[config.mk]
export PLATFORM = sky130hd
export DESIGN_NAME = sat_addsub_arb
export DESIGN_NICKNAME = d
export VERILOG_FILES = /design/src/rtl/sat_ctrl_pkg.sv /design/src/rtl/sat_addsub_core.sv /design/src/rtl/sat_addsub_arb.sv
export SDC_FILE = /design/constraint.sdc
export NUM_CORES = 1
export LEC_CHECK = 0
export CAP_MARGIN = 20
export CORE_MARGIN = 10
export CORE_UTILIZATION = 44
export CTS_CLUSTER_DIAMETER = 150
export DETAILED_ROUTE_END_ITERATION = 8
export PLACE_DENSITY = 0.78
export SYNTH_ARGS = -nofsm -noshare
export SYNTH_HDL_FRONTEND = slang
export SYNTH_SLANG_ARGS = --single-unit
[constraint.sdc]
create_clock -name clk -period 4 [get_ports clk]
set_clock_uncertainty 0.2 [all_clocks]
set_input_delay 0.4 -clock clk [delete_from_list [all_inputs] [get_ports clk]]
set_output_delay 0.4 -clock clk [all_outputs]
set_load 0.02 [all_outputs]
[src/rtl/sat_ctrl_pkg.sv]
// Shared definitions for the saturating add/subtract arbiter.
// - op field bit positions inside each requester's 3-bit op word
// - constant functions producing signed max/min patterns for a given width
// - result struct type for code that wants to carry {data, carry, sat} as one bundle
package sat_ctrl_pkg;

  // Bit positions inside a requester's op word {sat, tc, addsub}.
  localparam int unsigned OP_ADDSUB = 0;
  localparam int unsigned OP_TC     = 1;
  localparam int unsigned OP_SAT    = 2;
  localparam int unsigned OP_W      = 3;

  // Widest datapath the helper functions and result struct support.
  localparam int unsigned MAX_W = 64;

  typedef struct packed {
    logic [MAX_W-1:0] data;
    logic             carry;
    logic             sat;
  } sat_res_t;

  // 0111..1 in the low `width` bits.
  function automatic logic [MAX_W-1:0] signed_max(input int unsigned width);
    return (MAX_W'(1) << (width - 1)) - MAX_W'(1);
  endfunction

  // 1000..0 in the low `width` bits.
  function automatic logic [MAX_W-1:0] signed_min(input int unsigned width);
    return MAX_W'(1) << (width - 1);
  endfunction

endpackage

[src/rtl/sat_addsub_core.sv]
// Combinational saturating adder/subtractor.
// Ports:
//   a, b     operands (WIDTH bits)
//   addsub   1 = a - b, 0 = a + b
//   tc       1 = operands are two's complement, 0 = unsigned
//   sat      1 = clamp on overflow, 0 = wrap
//   data     result (clamped or wrapped)
//   carry    adder carry-out; 0 for unsigned saturating ops; sign-corrected when tc=1
//   sat_hit  a clamp was applied
module sat_addsub_core
  import sat_ctrl_pkg::*;
#(
  parameter int unsigned WIDTH = 8
) (
  input  logic [WIDTH-1:0] a,
  input  logic [WIDTH-1:0] b,
  input  logic             addsub,
  input  logic             tc,
  input  logic             sat,
  output logic [WIDTH-1:0] data,
  output logic             carry,
  output logic             sat_hit
);

  localparam logic [WIDTH-1:0] SMax = WIDTH'(signed_max(WIDTH));
  localparam logic [WIDTH-1:0] SMin = WIDTH'(signed_min(WIDTH));

  logic [WIDTH-1:0] b_eff;
  logic [WIDTH:0]   sum;
  logic             carry_out;
  logic             a_msb;
  logic             b_msb;
  logic             r_msb;
  logic             ovf_s;
  logic             ovf_u;

  always_comb begin
    // Subtract as a + ~b + 1.
    b_eff     = addsub ? ~b : b;
    sum       = {1'b0, a} + {1'b0, b_eff} + {{WIDTH{1'b0}}, addsub};
    carry_out = sum[WIDTH];
    a_msb     = a[WIDTH-1];
    b_msb     = b[WIDTH-1];
    r_msb     = sum[WIDTH-1];

    // Signed overflow: add needs like signs, subtract needs unlike signs, and the
    // result sign must disagree with A.
    if (addsub) begin
      ovf_s = (a_msb != b_msb) && (r_msb != a_msb);
      ovf_u = !carry_out;  // no carry out of a + ~b + 1 means a < b
    end else begin
      ovf_s = (a_msb == b_msb) && (r_msb != a_msb);
      ovf_u = carry_out;
    end

    data    = sum[WIDTH-1:0];
    sat_hit = 1'b0;
    if (sat) begin
      if (tc && ovf_s) begin
        data    = a_msb ? SMin : SMax;
        sat_hit = 1'b1;
      end else if (!tc && ovf_u) begin
        data    = addsub ? '0 : '1;
        sat_hit = 1'b1;
      end
    end

    if (sat && !tc) begin
      carry = 1'b0;
    end else if (tc) begin
      carry = carry_out ^ (a_msb ^ b_msb);
    end else begin
      carry = carry_out;
    end
  end

endmodule

[src/rtl/sat_addsub_arb.sv]
// Round-robin arbiter in front of one shared saturating add/subtract datapath.
// One request is granted per cycle into the issue stage (S1), computed by
// sat_addsub_core, and registered with its requester tag into the result stage
// (S2) that drives res_*. A sticky per-requester flag records saturation events.
// Ports:
//   clk, rst              clock, synchronous active-high reset
//   req_valid/req_ready   per-requester handshake (at most one ready bit high)
//   req_a, req_b          packed operands, requester i at [i*WIDTH +: WIDTH]
//   req_op                packed {sat, tc, addsub}, requester i at [i*3 +: 3]
//   res_valid/res_ready   result handshake
//   res_data, res_id      result value and originating requester
//   res_carry, res_sat    carry/borrow and clamp-applied status
//   sat_flag, sat_clr     sticky saturation flags and their per-bit clears
module sat_addsub_arb
  import sat_ctrl_pkg::*;
#(
  parameter int unsigned WIDTH   = 8,
  parameter int unsigned NUM_REQ = 4,
  parameter int unsigned ID_W    = $clog2(NUM_REQ)
) (
  input  logic                     clk,
  input  logic                     rst,
  input  logic [NUM_REQ-1:0]       req_valid,
  output logic [NUM_REQ-1:0]       req_ready,
  input  logic [NUM_REQ*WIDTH-1:0] req_a,
  input  logic [NUM_REQ*WIDTH-1:0] req_b,
  input  logic [NUM_REQ*OP_W-1:0]  req_op,
  output logic                     res_valid,
  input  logic                     res_ready,
  output logic [WIDTH-1:0]         res_data,
  output logic [ID_W-1:0]          res_id,
  output logic                     res_carry,
  output logic                     res_sat,
  output logic [NUM_REQ-1:0]       sat_flag,
  input  logic [NUM_REQ-1:0]       sat_clr
);

  // Issue stage.
  logic             s1_valid_q;
  logic [WIDTH-1:0] s1_a_q;
  logic [WIDTH-1:0] s1_b_q;
  logic [OP_W-1:0]  s1_op_q;
  logic [ID_W-1:0]  s1_id_q;

  // Result stage.
  logic             res_valid_q;
  logic [WIDTH-1:0] res_data_q;
  logic [ID_W-1:0]  res_id_q;
  logic             res_carry_q;
  logic             res_sat_q;

  logic [NUM_REQ-1:0] sat_flag_q;
  logic [NUM_REQ-1:0] sat_flag_d;
  logic [NUM_REQ-1:0] flag_set;

  logic [ID_W-1:0]  rr_q;
  logic [ID_W-1:0]  rr_d;
  logic [ID_W-1:0]  win;
  logic             found;
  logic             accept;
  logic             s1_free;
  logic             s2_free;

  logic [WIDTH-1:0] sel_a;
  logic [WIDTH-1:0] sel_b;
  logic [OP_W-1:0]  sel_op;

  logic [WIDTH-1:0] core_data;
  logic             core_carry;
  logic             core_sat_hit;

  assign s2_free = !res_valid_q || res_ready;
  assign s1_free = !s1_valid_q || s2_free;

  // Round-robin search: first pass covers indices at or above the pointer, the
  // second pass covers the wrapped-around indices below it.
  always_comb begin
    found = 1'b0;
    win   = rr_q;
    for (int unsigned i = 0; i < NUM_REQ; i++) begin
      if (!found && req_valid[i] && (ID_W'(i) >= rr_q)) begin
        found = 1'b1;
        win   = ID_W'(i);
      end
    end
    for (int unsigned i = 0; i < NUM_REQ; i++) begin
      if (!found && req_valid[i]) begin
        found = 1'b1;
        win   = ID_W'(i);
      end
    end
  end

  always_comb begin
    req_ready = '0;
    accept    = found && s1_free && !rst;
    if (found && !rst) begin
      req_ready[win] = s1_free;
    end
    rr_d = rr_q;
    if (accept) begin
      rr_d = (win == ID_W'(NUM_REQ - 1)) ? '0 : win + 1'b1;
    end
  end

  // Operand mux for the winning requester.
  always_comb begin
    sel_a  = '0;
    sel_b  = '0;
    sel_op = '0;
    for (int unsigned i = 0; i < NUM_REQ; i++) begin
      if (ID_W'(i) == win) begin
        sel_a  = req_a[i*WIDTH +: WIDTH];
        sel_b  = req_b[i*WIDTH +: WIDTH];
        sel_op = req_op[i*OP_W +: OP_W];
      end
    end
  end

  sat_addsub_core #(
    .WIDTH (WIDTH)
  ) u_core (
    .a       (s1_a_q),
    .b       (s1_b_q),
    .addsub  (s1_op_q[OP_ADDSUB]),
    .tc      (s1_op_q[OP_TC]),
    .sat     (s1_op_q[OP_SAT]),
    .data    (core_data),
    .carry   (core_carry),
    .sat_hit (core_sat_hit)
  );

  // Set happens on the edge the clamped result enters S2; set beats clear.
  always_comb begin
    flag_set = '0;
    if (s2_free && s1_valid_q && core_sat_hit) begin
      flag_set[s1_id_q] = 1'b1;
    end
    sat_flag_d = (sat_flag_q & ~sat_clr) | flag_set;
  end

  always_ff @(posedge clk) begin
    if (rst) begin
      rr_q        <= '0;
      s1_valid_q  <= 1'b0;
      s1_a_q      <= '0;
      s1_b_q      <= '0;
      s1_op_q     <= '0;
      s1_id_q     <= '0;
      res_valid_q <= 1'b0;
      res_data_q  <= '0;
      res_id_q    <= '0;
      res_carry_q <= 1'b0;
      res_sat_q   <= 1'b0;
      sat_flag_q  <= '0;
    end else begin
      rr_q       <= rr_d;
      sat_flag_q <= sat_flag_d;
      if (s1_free) begin
        s1_valid_q <= accept;
        if (accept) begin
          s1_a_q  <= sel_a;
          s1_b_q  <= sel_b;
          s1_op_q <= sel_op;
          s1_id_q <= win;
        end
      end
      if (s2_free) begin
        res_valid_q <= s1_valid_q;
        if (s1_valid_q) begin
          res_data_q  <= core_data;
          res_id_q    <= s1_id_q;
          res_carry_q <= core_carry;
          res_sat_q   <= core_sat_hit;
        end
      end
    end
  end

  assign res_valid = res_valid_q;
  assign res_data  = res_data_q;
  assign res_id    = res_id_q;
  assign res_carry = res_carry_q;
  assign res_sat   = res_sat_q;
  assign sat_flag  = sat_flag_q;

endmodule

Word level (Yosys, flattened, before mapping)

Cells that the tools add are included.
Widths: inputs -> output; s select.

Bits in registers: 41
Word-level logic and storage cells: 125
Output and inout port bits: 21
Input bits: 87

Muxes and demuxes: 48
Bitwise logic cells: 7
Reduce and logical (&&, ||, !) cells: 40
Add/sub/neg operators: 3
Eq/ne operators: 7
Magnitude comparators: 8

Operators with widths:

| operator            | count |
|---|---|
| $mux 8              | 14 |
| $logic_and 1x1->1   | 23 |
| $mux 2              | 9 |
| $mux 1              | 17 |
| $logic_not 1->1     | 12 |
| $mux 3              | 4 |
| $add 8x8->9         | 1 |
| $add 9x1->9         | 1 |
| $and 4x4->4         | 2 |
| $mux 4              | 2 |
| $not 8->8           | 1 |
| $lt 2x3->1 const B  | 2 |
| $demux 1 s2         | 2 |
| $eq 2x2->1 const A  | 2 |
| $ge 1x2->1 const A  | 2 |
| $ge 2x1->1 const B  | 2 |
| $ge 2x2->1 const A  | 2 |
| $not 4->4           | 1 |
| $or 4x4->4          | 1 |
| $reduce_and 2->1    | 2 |
| $add 2x1->2 const B | 1 |
| $eq 1x2->1 const A  | 1 |
| $eq 2x2->1 const B  | 1 |
| $logic_not 2->1     | 1 |
| other kinds (4)     | 7 |

Depth between registers and ports, before layout

Depth after elaboration: 33
Gate-level depth with buffers: 15
Gate-level depth less buffers: 13

Cells and area by module

Synthesis repeated with hierarchy kept, for this count alone.

Cells, all modules: 360
Area total of the unflattened synthesis: 2979.1 um2

By module, submodules not included:

| module          | area an instance (um2) | times used | cells each |
|---|---|---|---|
| sat_addsub_arb  | 2309.7                 | 1          | 277 |
| sat_addsub_core | 669.4                  | 1          | 83 |

Worst setup path before layout

No wires, ideal clock.

Path kind: register to register
Start: reg s1_op_q[0]
End: reg sat_flag_q[1], in the netlist sat_flag[1]
Stages on the path, launching flop included: 12
Arrival time: 3291 ps
Slack: 416 ps
Clock period less this slack: 3584 ps
Library setup time: 92 ps
Cells stage by stage: dfxtp_1 > buf_6 > clkbuf_1 > xor2_1 > fa_1 > a211oi_1 > o21ai_0 > o31ai_1 > xor2_1 > o221a_1 > or3b_4 > o32ai_1

Word-level cells in the longest chain between the ends: 12

RTL lines:

| element                                       | RTL line                                                            | RTL |
|---|---|---|
| from (decl)                                   | sat_addsub_arb.sv:42                                                | `logic [OP_W-1:0] s1_op_q;` |
| from (signal assigned)                        | sat_addsub_arb.sv:164                                               | `s1_op_q <= sel_op;` |
| $mux 8                                        | sat_addsub_core.sv:39                                               | `b_eff = addsub ? ~b : b;` |
| $add 8x8->9                                   | sat_addsub_core.sv:40                                               | `sum = {1'b0, a} + {1'b0, b_eff} + {{WIDTH{1'b0}}, addsub};` |
| $add 9x1->9                                   | sat_addsub_core.sv:40                                               |  |
| $logic_not 1->1 or $ne 1x1->1 (tied branches) | sat_addsub_core.sv:50, sat_addsub_core.sv:49, sat_addsub_core.sv:52 |  |
| $mux 1 (tied with other cells)                | sat_addsub_core.sv:48                                               | `if (addsub) begin` |
| $logic_and 1x1->1 or $mux 1 (tied branches)   | sat_addsub_core.sv:62, sat_addsub_core.sv:48                        |  |
| $mux 1 or $logic_and 1x1->1 (tied branches)   | sat_addsub_core.sv:62, sat_addsub_core.sv:59                        |  |
| $mux 1 *                                      | sat_addsub_core.sv:59                                               | `if (tc && ovf_s) begin` |
| $mux 1 *                                      | sat_addsub_core.sv:58                                               | `if (sat) begin` |
| $logic_and 1x1->1 *                           | sat_addsub_arb.sv:136                                               | `if (s2_free && s1_valid_q && core_sat_hit) begin` |
| $mux 4 *                                      | sat_addsub_arb.sv:136                                               |  |
| $or 4x4->4 *                                  | sat_addsub_arb.sv:139                                               | `sat_flag_d = (sat_flag_q & ~sat_clr) \| flag_set;` |
| to (signal assigned)                          | sat_addsub_arb.sv:158                                               | `sat_flag_q <= sat_flag_d;` |
| to (decl)                                     | sat_addsub_arb.sv:52                                                | `logic [NUM_REQ-1:0] sat_flag_q;` |

Every way passes the cells marked *; elsewhere a longest branch is shown, timed or not.
A chain may end at the register's enable or synchronous reset.

Final worst setup path

Start: reg s1_op_q[0]
End: reg sat_flag_q[2], in the netlist sat_flag[2]

The elaborated chain is that of the path after synthesis.

==> results_dict.tcl <==
set metrics [dict create \
    dr.pass1.iters 4 \
    period_minus_slack_ns 3.60 \
    required_ns 4.01 \
    fin_util 0.665 \
    cts_setup_buffers 0 \
    power_frac_comb 0.451 \
    diodes 0 \
    p_sw_uw 567 \
    dieHeight_um 97.9 \
    end_kind "register" \
    layout-drive-gt1-share 0.0670 \
    cts_resized 0 \
    postSynthAreaPerCell_um2 7.63 \
    p_leak_uw 0.00161 \
    slew_headroom 0.504 \
    wl_met2_um 3690 \
    fmax_mhz 278 \
    place_ws_ns 0.385 \
    hpwl_um 6790 \
    min_period_over_period 0.901 \
    hold_class "reg -> reg" \
    ys_warn_count 0 \
    via_per_inst 5.39 \
    pin_count 108 \
    setup_viol 0 \
    hold_buffers 0 \
    finalHoldViolCount 0 \
    synth_flop_cell "dfxtp_1" \
    remaining_drc_errors 0 \
    ys_ff_latch 41 \
    rsz0062_at_grt "false" \
    groute.usage.overall 0.168 \
    netlist_area_um2 2670 \
    via_count 2818 \
    clk_latency_ns 0.30 \
    wl_met3_um 963 \
    syn_inst 350 \
    worst_setup_path_start_kind "register" \
    overflow 0 \
    slew_viol_final 0 \
    power.total_uw 1600 \
    grt_start_max_net_pins 42 \
    nets 546 \
    worst_ep_arrival_time_ns 3.61 \
    initial_utilization 0.451 \
    numPortBuffers 107 \
    die-area_um2 9590 \
    routed_wl_um 8250 \
    power.internal_uw 1030 \
    switching_share 0.355 \
    h-tree-depth 2 \
    rows 28 \
    drt_iter0_drc 112 \
    root_buffer "clkbuf_8" \
    cts_made_buffers 5 \
    fin_ws_ns 0.397 \
    min_from "res_sat" \
    multi_input_area_um2 1710 \
    grt_pass1_wl_um 13800 \
    irDropWorstVdd_uv 269 \
    syn_nets 449 \
    cp_max_fo 16 \
    cts_tree "built" \
    core_area_um2 5920 \
    layout_commonest_cell "clkdlybuf4s50_1" \
    dp_cells 514 \
    ant_nets 0 \
    wire_per_inst_um 15.8 \
    crit_type "reg -> reg" \
    tightest_slew_ns 0.738 \
    seq_area_um2 821 \
    antenna_found_initial 0 \
    routed.top_layer "met4" \
    fill_cells 527 \
    reg2reg_from "s1_op_q[0]" \
    cap_violations 0 \
    ys_seq_area_frac 0.307 \
    cellPowerDensity_nw_per_um2 405 \
    pwr-share-seq 0.332 \
    path_clk_slew_ns 0.08 \
    die_w_um 97.9 \
    layout_common_cells "107 x clkdlybuf4s50_1, 52 x nor2_1, 45 x a21oi_1" \
    synth_edf_count 0 \
    gp_congestion 0.829 \
    clkPwrFrac 0.217 \
    crit_start "s1_op_q[0]" \
    syn_to_final_growth_pct 47.4 \
    grt_pass1_vias 2917 \
    stdcell_count 523 \
    cts_buffer_depth 2 \
    status "finished, final reports clean" \
    cts_sinks 41 \
    setup-tns-final_ns 0 \
    async_reset_ff_frac 0 \
    synth_cell_types 49 \
    m1WireLength_um 3470 \
]
[cells by family after synthesis]
group	Yosys count	synth area share
and+or+nand+nor	117	0.208
DFF	41	0.307
muxes	3	0.0131
AOI/OAI and AO/OA	126	0.310
xor gates and xnor gates	15	0.0492
adders and majority gates	12	0.0590
buffers and inverters	36	0.0534
[registers in the layout (all words and copies together), names as in the netlist]
register	count
res_sat	1
s1_a_q	8
res_id	2
rr_q	2
s1_b_q	8
sat_flag	4
s1_op_q	3
res_valid	1
res_data	8
res_carry	1
s1_id_q	2
s1_valid_q	1
[metrics by stage]
step	area, um2	hold WS (ns)
final	3940	0.277
after global routing	3940	0.320
after CTS	3910	0.277
after detailed placement	3790	0.270
after global placement	3790	0.259
after floorplan	2670	0.251
[per-layer routing]
metal,global-route usage,vias to the layer above
li1,-,1475
met3,0.0895,11
met4,0.0537,0
met2,0.271,105
met1,0.185,1227
met5,0,-
[critical path: stages (launching register included)]
cell and delay [ns]:
dfxtp_1 0.74, xor2_1 0.31, ha_1 0.30, and3_1 0.15, a221o_1 0.36, o311a_1 0.36
and2_4 0.16, o221a_1 0.27, or3b_4 0.44, o32ai_1 0.23
[power groups by stage]
stage               Clock (uW)  Sequential [uW]  Combinational, uW
floorplan                    0              536                474
global placement             0              536                694
detailed placement           0              539                708
CTS                        354              530                715
global route               373              540                804
finish                     347              530                719
[final cells by class]
type	count	share of cell area
multi-input combinational	273	0.434
clock buffer	6	0.0210
sequential	41	0.208
tap	75	0.0238
inverter	10	0.00953
clock inverter	2	0.00953
timing repair buffer	116	0.294
[Yosys cell counts, types with 3 or more instances]
library cell / n / share of area
o32ai_1: 5 / 0.016
o21ai_0: 22 / 0.041
a22oi_1: 19 / 0.053
inv_1: 9 / 0.013
nand2b_1: 5 / 0.012
nand3_1: 21 / 0.039
nor3_1: 4 / 0.0075
and2_1: 5 / 0.012
xor2_1: 12 / 0.039
a21oi_1: 45 / 0.084
dfxtp_1: 41 / 0.31
a21o_1: 3 / 0.0084
nand2_1: 13 / 0.018
xnor2_1: 3 / 0.0098
and3_1: 3 / 0.0070
a211oi_1: 5 / 0.014
ha_1: 11 / 0.052
o221a_2: 7 / 0.030
nor2b_1: 5 / 0.012
nor2_1: 52 / 0.073
clkbuf_1: 25 / 0.035
[worst paths after layout]
kind                       to  slack [ns]  cells past startpoint
hold reg to reg       res_sat        0.28                      2
setup / recovery  sat_flag[2]        0.40                      9
setup reg to reg  sat_flag[2]        0.40                      9
hold / removal        res_sat        0.28                      2
Power figures use the tool's default switching activity.
